===== src/rtl/rca_pkg.sv =====
// Shared definitions for the pipelined ripple-carry adder: default widths,
// stage-count helper, per-stage valid vector type and the full-adder cell.
package rca_pkg;

  localparam int RCA_W_DEF   = 16;
  localparam int RCA_SEG_DEF = 4;

  function automatic int rca_nstages(input int w, input int seg);
    return (w + seg - 1) / seg;
  endfunction

  localparam int RCA_NS_DEF = rca_nstages(RCA_W_DEF, RCA_SEG_DEF);

  typedef logic [RCA_NS_DEF-1:0] rca_vld_t;

  // Full-adder cell, returns {carry, sum}
  function automatic logic [1:0] rca_fa(input logic a, input logic b, input logic ci);
    return {(a & b) | (a & ci) | (b & ci), a ^ b ^ ci};
  endfunction

endpackage


===== src/rtl/rca_seg.sv =====
// Combinational N-bit ripple segment built from the rca_fa cell; also exposes
// the carry into its MSB so the top segment can derive signed overflow.
module rca_seg
  import rca_pkg::*;
#(
  parameter int N = RCA_SEG_DEF
) (
  input  logic [N-1:0] a,
  input  logic [N-1:0] b,
  input  logic         ci,
  output logic [N-1:0] s,
  output logic         co,
  output logic         c_msb
);

  logic [N:0] c;

  always_comb begin
    c    = '0;
    s    = '0;
    c[0] = ci;
    for (int i = 0; i < N; i++) begin
      {c[i+1], s[i]} = rca_fa(a[i], b[i], c[i]);
    end
  end

  assign co    = c[N];
  assign c_msb = c[N-1];

endmodule


===== src/rtl/rca_pipe.sv =====
// Pipelined W-bit add/subtract, one SEG-bit segment rippled per stage, with
// valid/ready whole-pipe stall. Define RCA_PIPE_OVF_EN to add the ovf output.
module rca_pipe
  import rca_pkg::*;
#(
  parameter int W   = RCA_W_DEF,
  parameter int SEG = RCA_SEG_DEF
) (
  input  logic         clk,
  input  logic         rst_n,
  input  logic         in_valid,
  output logic         in_ready,
  input  logic [W-1:0] xr,
  input  logic [W-1:0] yr,
  input  logic         cir,
  input  logic         sub,
  output logic         out_valid,
  input  logic         out_ready,
  output logic [W-1:0] sr,
`ifdef RCA_PIPE_OVF_EN
  output logic         ovf,
`endif
  output logic         cor
);

  localparam int NS   = rca_nstages(W, SEG);
  localparam int TOPW = W - (NS - 1) * SEG;

  logic         stall;
  logic [W-1:0] ye;
  logic         ce;

  logic [W-1:0] x_q [NS];
  logic [W-1:0] x_d [NS];
  logic [W-1:0] y_q [NS];
  logic [W-1:0] y_d [NS];
  logic [W-1:0] s_q [NS];
  logic [W-1:0] s_d [NS];
  logic [NS-1:0] c_q, c_d;
  logic [NS-1:0] vld_q, vld_d;

  logic [W-1:0]  x_in [NS];
  logic [W-1:0]  y_in [NS];
  logic [W-1:0]  s_in [NS];
  logic [NS-1:0] c_in, vld_in;

  logic [SEG-1:0] seg_s [NS];
  logic [NS-1:0]  seg_co, seg_cm;

  assign stall     = vld_q[NS-1] & ~out_ready;
  assign in_ready  = ~stall;
  assign out_valid = vld_q[NS-1];
  assign sr        = s_q[NS-1];
  assign cor       = c_q[NS-1];

  assign ye = sub ? ~yr : yr;
  assign ce = cir ^ sub;

  // Stage k consumes the registers of stage k-1; stage 0 consumes the ports
  always_comb begin
    x_in[0]   = xr;
    y_in[0]   = ye;
    s_in[0]   = '0;
    c_in[0]   = ce;
    vld_in[0] = in_valid;
    for (int k = 1; k < NS; k++) begin
      x_in[k]   = x_q[k-1];
      y_in[k]   = y_q[k-1];
      s_in[k]   = s_q[k-1];
      c_in[k]   = c_q[k-1];
      vld_in[k] = vld_q[k-1];
    end
  end

  for (genvar k = 0; k < NS; k++) begin : g_stage
    localparam int LO = k * SEG;
    localparam int SW = (k == NS - 1) ? TOPW : SEG;
    logic [SW-1:0] s_seg;

    rca_seg #(.N(SW)) u_seg (
      .a     (x_in[k][LO +: SW]),
      .b     (y_in[k][LO +: SW]),
      .ci    (c_in[k]),
      .s     (s_seg),
      .co    (seg_co[k]),
      .c_msb (seg_cm[k])
    );

    assign seg_s[k] = SEG'(s_seg);
  end

  always_comb begin
    for (int k = 0; k < NS; k++) begin
      x_d[k]   = x_in[k];
      y_d[k]   = y_in[k];
      c_d[k]   = seg_co[k];
      vld_d[k] = vld_in[k];
      s_d[k]   = s_in[k];
      for (int b = 0; b < W; b++) begin
        if (b / SEG == k) s_d[k][b] = seg_s[k][b % SEG];
      end
      if (stall) begin
        x_d[k]   = x_q[k];
        y_d[k]   = y_q[k];
        s_d[k]   = s_q[k];
        c_d[k]   = c_q[k];
        vld_d[k] = vld_q[k];
      end
    end
  end

  always_ff @(posedge clk) begin
    if (!rst_n) begin
      for (int k = 0; k < NS; k++) begin
        x_q[k] <= '0;
        y_q[k] <= '0;
        s_q[k] <= '0;
      end
      c_q   <= '0;
      vld_q <= '0;
    end else begin
      for (int k = 0; k < NS; k++) begin
        x_q[k] <= x_d[k];
        y_q[k] <= y_d[k];
        s_q[k] <= s_d[k];
      end
      c_q   <= c_d;
      vld_q <= vld_d;
    end
  end

`ifdef RCA_PIPE_OVF_EN
  logic ovf_q, ovf_d;

  // Signed overflow: carry into the MSB differs from the carry out of it
  always_comb begin
    ovf_d = seg_cm[NS-1] ^ seg_co[NS-1];
    if (stall) ovf_d = ovf_q;
  end

  always_ff @(posedge clk) begin
    if (!rst_n) ovf_q <= 1'b0;
    else        ovf_q <= ovf_d;
  end

  assign ovf = ovf_q;
`endif

endmodule


===== config.mk =====
export PLATFORM = sky130hd
export DESIGN_NAME = rca_pipe
export DESIGN_NICKNAME = d
export VERILOG_FILES = /design/src/rtl/rca_pkg.sv /design/src/rtl/rca_seg.sv /design/src/rtl/rca_pipe.sv
export SDC_FILE = /design/constraint.sdc
export NUM_CORES = 1
export LEC_CHECK = 0
export CAP_MARGIN = 20
export CORE_ASPECT_RATIO = 1.25
export CORE_MARGIN = 2
export CORE_UTILIZATION = 33
export CTS_CLUSTER_SIZE = 8
export DETAILED_ROUTE_END_ITERATION = 8
export SKIP_CTS_REPAIR_TIMING = 1
export SYNTH_ARGS = -nofsm -noshare
export SYNTH_HDL_FRONTEND = slang
export SYNTH_SLANG_ARGS = --single-unit

===== constraint.sdc =====
create_clock -name clk -period 2.5 [get_ports clk]
set_input_delay 0.5 -clock clk [delete_from_list [all_inputs] [get_ports clk]]
set_output_delay 0.5 -clock clk [all_outputs]
set_load 0.01 [all_outputs]

---- After elaboration in Yosys (flattened, before gate mapping) ----
Memory sizes are Yosys's and may differ from the RTL's.
Index checks and enable logic that the tools add are counted.
operators by class
  eq/ne operators ......................... 1
  muxes and demuxes ....................... 27
  bitwise operators ....................... 129
  reduce and logical (&&, ||, !) cells .... 1
operators by type and width
  operator              count
  $mux W16              25
  $and A1 B1 Y1         49
  $or A1 B1 Y1          44
  $xor A1 B1 Y1         33
  $not A16 Y16          1
  $mux W1               2
  $not A1 Y1            2
  $reduce_and A2 Y1     1
  $ne A1 B1 Y1 const B  1
storage, ports and cells
  memory bits (writable) .................. 192
  memories kept ........................... 3
  input port bits ......................... 38
  word-level logic and storage cells ...... 163
  register bits after elaboration ......... 8
  output and inout bits ................... 19
memories
  name  words  bits a word  read ports  clocked after Yosys merged registers in  wr ports  RTL line        source
  s_q   4      16           4           0                                        4         rca_pipe.sv:37  logic [W-1:0] s_q [NS];
  x_q   4      16           3           0                                        4         rca_pipe.sv:33  logic [W-1:0] x_q [NS];
  y_q   4      16           3           0                                        4         rca_pipe.sv:35  logic [W-1:0] y_q [NS];

---- Depth between registers and ports, before layout ----
Gate-level depths: netlist of the first run.
  depth in word-level cells ............... 14
  depth in mapped cells ................... 11
  mapped depth without buffers ............ 9

---- Hierarchy ----
Synthesis of the first run repeated with hierarchy kept, for this count alone.
unflattened totals
  cells, all modules ...................... 477
  area, all modules ....................... 4,110.2 µm²
modules (own cells, without submodules)
  module    cells each  seq. area each (µm²)  area an instance (µm²)  instances
  rca_pipe  421         1,921.8               3,639.7                 1
  rca_seg   14          0.0                   117.6                   4

---- Worst setup path before layout of the first run ----
No wires, ideal clock.
  path type ............................... in2reg
  start ................................... input port sub
  end ..................................... memory s_q[0][3] in the netlist's numbering
  setup time .............................. 122 ps
  stages on the path ...................... 11
  setup slack ............................. -155 ps
  arrival time ............................ 2,533 ps
  required time ........................... 2,378 ps
  path buffers ............................ 2
  path through ............................ buf_4 -> buf_6 -> xor2_1 -> fa_1 -> inv_1 -> fa_1 -> fa_1 -> inv_1 -> fa_1 -> nand2_1 -> a21boi_0
RTL lines
  element          RTL line        source
  start, declared  rca_pipe.sv:16  input logic sub,
  end, declared    rca_pipe.sv:37

==> flow_summary.toml, run 1 <==
[sta]
fin_ws_ns = 0.208
finClkSkew_ns = 0.00434
rsz0062_at_grt = "false"
slew_violations = 0
finalCriticalPeriod_ns = 2.29
worst_pin_slew_ns = 0.769
hold_violations = 0
period_share_pct = 91.7
slew-limit-headroom_pct = 48.7
fmax_mhz = 436
finalSetupViolCount = 0

[yosys]
netlist_area_um2 = 4120
syn_inst = 452
synth_top_area_cell = "dfxtp_1"
synth.area.top_cells = "dfxtp_1, nand2_1, a21boi_1"
yosysTopAreaCellShare_pct = 46.7
synth_warnings = 0
synth_cell_types = 19
ys_seq_elements = 96
ys_seq_area_share_pct = 46.7
synth_area_per_cell_um2 = 9.10
syn-num-nets = 506

[setup_path]
critPathKind = "in -> reg"
arrival_ns = 2.52
required_ns = 2.73
timing.critical_path.mode_cell = "fa_2"
crit_family = "adder cells"
path_max_fanout = 1
critPathBufInv = 3
startpoint = "xr[0]"
start_kind = "primary input"
cp_slowest_cell = "clkdlybuf4s50_1"
r2r_slack_ns = 0.27
worstPathCellList = "clkdlybuf4s50_1 > fa_2 > inv_1 > fa_2 > fa_2 > inv_2 > fa_1 > nand2_1 > a21boi_1"
cp_slowest_stage_delay_ns = 0.50
r2r-start = "c_q[0]"
cp-end-kind = "flop"

[final_layout]
final_nets = 545
final_cells = 660
drive_above_1_share_pct = 5.44
nFillCells = 1258
syn_to_final_growth_pct = 22.0
n_antenna_cell = 0
multi_input_area_um2 = 1870
final_common_cell = "nand2_1"
seqCellArea_um2 = 1920
final_util_pct = 41.3
most-common-layout-cells = "nand2_1, dfxtp_1, a21boi_1"

[detailed_routing]
drt-pass1-iter-count = 4
finalWirelength_mm = 7.39
drt_iter0_drc = 75
vias = 2930
wl_per_cell_um = 11.2
drc_errors = 0
avgViaCountPerCell = 4.44
antenna_left = 0

[clock_network]
worstSkewPairLatency_ns = 0.34
root_buffer = "clkbuf_16"
htreeDepth = 3
cts_made_buffers = 9
cts_buffer_depth = 2
cts_tree = "done"
clock-sinks = 96
clk_pin_slew_ns = 0.06

[min_path]
hp-class = "reg -> reg"
min_from = "s_q[3][4]"

[placed_design]
dp.cells = 644
gp_congestion = 0.704
hpwl_mm = 4.64
dp_slack_ns = -0.509
io_buffers = 56

[floorplanning]
die_w_um = 104
start_util_pct = 33.8
rows = 45
core_area_um2 = 12200
die_area_um2 = 13400
ios = 57
die_h_um = 129

[power]
power.total_mw = 3.42
irDropWorstVdd_uv = 291
power.leakage_nw = 2.02
power_density_nw_per_um2 = 681

[grt]
met3_usage_pct = 2.79
grt_pass1_vias = 2909
met2_usage_pct = 19.3
antenna_found_initial = 0
grt_max_degree = 119
overflow = 0
track_usage_pct = 11.8
grt-busiest-layer = "met2"
grt_pass1_wl_mm = 12.8
grt_use_met1_pct = 14.1

[status]
status = "completed"

[job]
cap_violations = 0
-- sequential cells by signal, summed over array words and instances (netlist names) --
register	count
x_q	24
y_q	24
s_q	40
vld_q	4
c_q	4
-- path summary, 6_finish.rpt --
kind,to,cells past startpoint
worst max-delay path,s_q[0][3],9
worst min-delay path,s_q[3][4],2
worst max register to register,s_q[1][7],9
worst min register to register,s_q[3][4],2
-- through the flow --
stage | cell area [µm²] | hold WS, ns | setup TNS, ns
after global routing | 5020 | 0.468 | 0
after CTS | 5010 | 0.451 | -0.144
after floorplan | 4160 | 0.431 | -0.00305
after global placement | 4710 | 0.438 | -0.825
final | 5020 | 0.446 | 0
after detailed placement | 4710 | 0.443 | -1.04
-- layer usage --
layer	up-vias	part of all wire (%)
li1	1508	-
met1	1360	50
met2	50	43
met3	12	4.6
met4	0	2.6
met5	-	0
-- worst reg2reg max path: stages (launching register included) --
cell and delay [ns]:
dfxtp_1 0.31, inv_1 0.09, fa_1 0.18, inv_1 0.05
fa_1 0.44, fa_1 0.43, inv_1 0.09, fa_1 0.38
nand2_1 0.07, o211a_1 0.14
-- cell type report --
type                    instances  area share, %
clock buffers                  14           5.26
clock inverters                 2          0.748
inverters                      26           1.97
multi-input cells             297           37.2
flip-flops and latches         96           38.3
well taps                     164           4.09
repair buffers                 61           12.5
-- cells by family (layout without fill, tap and decap cells) --
kind of cell | count (synthesis) | in the layout | share of synthesized area (%)
AOI/OAI and AO/OA | 108 | 108 | 18.9
xor gates and xnor gates | 17 | 17 | 3.62
adders and majority gates | 16 | 16 | 7.78
buffers and inverters | 59 | 103 | 8.51
DFF | 96 | 96 | 46.7
and+or+nand+nor | 156 | 156 | 14.5
-- synthesized netlist by cell type --
master,number
a21boi_0,9
a21boi_1,63
a21oi_1,12
buf_2,13
buf_4,2
buf_6,14
clkbuf_1,4
dfxtp_1,96
fa_1,16
inv_1,25
inv_2,1
nand2_1,155
nor2b_4,1
o211a_1,11
o21a_1,1
o21ai_0,5
o21ai_1,7
xnor2_1,14
xor2_1,3
-- where the power goes --
part           switching, mW  internal (mW)  total (mW)
Clock                  0.550          0.831        1.38
Combinational          0.158          0.195       0.353
Sequential            0.0515           1.63        1.68
No activity file was read; power rests on OpenSTA's default activity.
==> run 2: changes to the inputs <==
--- a/config.mk
+++ b/config.mk
@@ -11,6 +11,7 @@
 export CORE_UTILIZATION = 33
 export CTS_CLUSTER_SIZE = 8
 export DETAILED_ROUTE_END_ITERATION = 8
+export GPL_TIMING_DRIVEN = 0
 export SKIP_CTS_REPAIR_TIMING = 1
 export SYNTH_ARGS = -nofsm -noshare
 export SYNTH_HDL_FRONTEND = slang
==> run 2 against run 1 <==
  * Highest routed layer unchanged
  * Via count up 4.2%
  * Core utilization up 1.5 points
  * Clock power down 5%
  * Sequential power about the same
  * First-iteration DRC count down 8.0%
  * Worst setup slack better by 0.030 ns
==> flow_summary.toml, run 2 (synthesis gave the netlist of run 1 again) <==
[status]
status = "completed"

[setup_path]
arrival_ns = 2.49
path_max_fanout = 1
cp-end-kind = "flop"
start_kind = "primary input"
critPathKind = "in -> reg"
required_ns = 2.73

[power]
switching_share_pct = 23.9
power.internal_mw = 2.57
p_comb_share_pct = 11.1
p_seq_share_pct = 50.1
power.leakage_nw = 2.13
p_sw_uw = 805
irDropWorstVdd_uv = 270
p_clk_share_pct = 38.8
power_density_nw_per_um2 = 649

[detailed_routing]
drt-pass1-iter-count = 5
wl_per_cell_um = 13.0
finalWirelength_mm = 8.92
antenna_left = 0
drc_errors = 0
drt_iter0_drc = 69
avgViaCountPerCell = 4.45
vias = 3053

[sta]
period_share_pct = 90.5
rsz0062_at_grt = "false"
slew-limit-headroom_pct = 70.1
slew_violations = 0
hold_violations = 0
finalSetupTns_ns = 0
finalCriticalPeriod_ns = 2.26
fmax_mhz = 442
worst_pin_slew_ns = 0.448
finalSetupViolCount = 0
finClkSkew_ns = 0.00909

[min_path]
hp-class = "reg -> reg"

[clock_network]
clk_pin_slew_ns = 0.07
root_buffer = "clkbuf_16"
clock-sinks = 96
htreeDepth = 3
worstSkewPairLatency_ns = 0.34
cts_buffer_depth = 2
cts_tree = "done"
cts_made_buffers = 9

[final_layout]
multi_input_area_um2 = 1870
design_area_um2 = 5200
nFillCells = 1243
reg_top3 = "s_q (40), x_q (24), y_q (24)"
most-common-layout-cells = "nand2_1, dfxtp_1, a21boi_1"
seqCellArea_um2 = 1920
final_nets = 571
drive_above_1_share_pct = 9.96
top_register = "s_q"
syn_to_final_growth_pct = 26.4
largest_reg_flops = 40
n_antenna_cell = 0
final_cells = 686
final_common_cell = "nand2_1"

[grt]
track_usage_pct = 14.0
overflow = 0
antenna_found_initial = 0
grt_pass1_wl_mm = 14.6
grt_max_degree = 16
grt_pass1_vias = 2969

[floorplanning]
start_util_pct = 33.8
die_w_um = 104
core_area_um2 = 12200
die_h_um = 129
rows = 45
ios = 57
die_area_um2 = 13400

[placed_design]
io_buffers = 54
hpwl_mm = 6.75
gp_congestion = 0.811
dp.cells = 670
place_area_um2 = 4900

[job]
cap_violations = 0
==> run 2: path summary, 6_finish.rpt <==
kind / from / to / slack, ns / cells after the start
worst max-delay path: xr[0] / s_q[0][3] / 0.24 / 9
worst max register to register: c_q[0] / s_q[1][7] / 0.26 / 9
worst min register to register: s_q[3][11] / s_q[3][11] / 0.45 / 2
worst min-delay path: s_q[3][11] / s_q[3][11] / 0.45 / 2
==> run 2: power by group through the flow <==
stage	Clock, mW	Sequential, mW	Combinational [mW]
2_1_floorplan	0	1.71	0.233
3_3_place_gp	0	1.72	0.373
3_5_place_dp	0	1.72	0.381
4_1_cts	1.33	1.69	0.384
5_1_grt	1.39	1.70	0.424
6_report	1.31	1.69	0.375
==> run 2: area by class of cell <==
type	instances	share of cell area, %
clock inverter	4	0.553
sequential	96	37.0
inverter	26	1.88
multi-input combinational	297	35.9
timing repair buffer	54	10.5
buffer	33	5.32
clock buffer	12	4.93
tap	164	3.95
==> run 2: layer usage <==
metal	track usage, %	share of wire (%)	vias up
met1	17.0	46	1410
met5	0	0	-
met4	6.20	2.4	0
met3	2.74	4.1	16
li1	-	-	1562
met2	24.0	48	65
==> run 2: through the flow <==
step           hold WS, ns  utilization (%)  power, mW  setup WS, ns
2_1_floorplan        0.431                -       1.95      -0.00305
3_3_place_gp         0.439             40.3       2.09        -0.323
3_5_place_dp         0.441             40.3       2.10        -0.338
4_1_cts              0.454             42.7       3.41       -0.0820
5_1_grt              0.469             42.8       3.52         0.130
6_report             0.448             42.8       3.37         0.237
==> run 2: worst max-delay path: stages <==
cell,delay (ns)
clkdlybuf4s50_1,0.49
fa_2,0.18
inv_1,0.05
fa_2,0.34
fa_2,0.34
inv_2,0.06
fa_1,0.40
nand2_1,0.07
a21boi_0,0.07
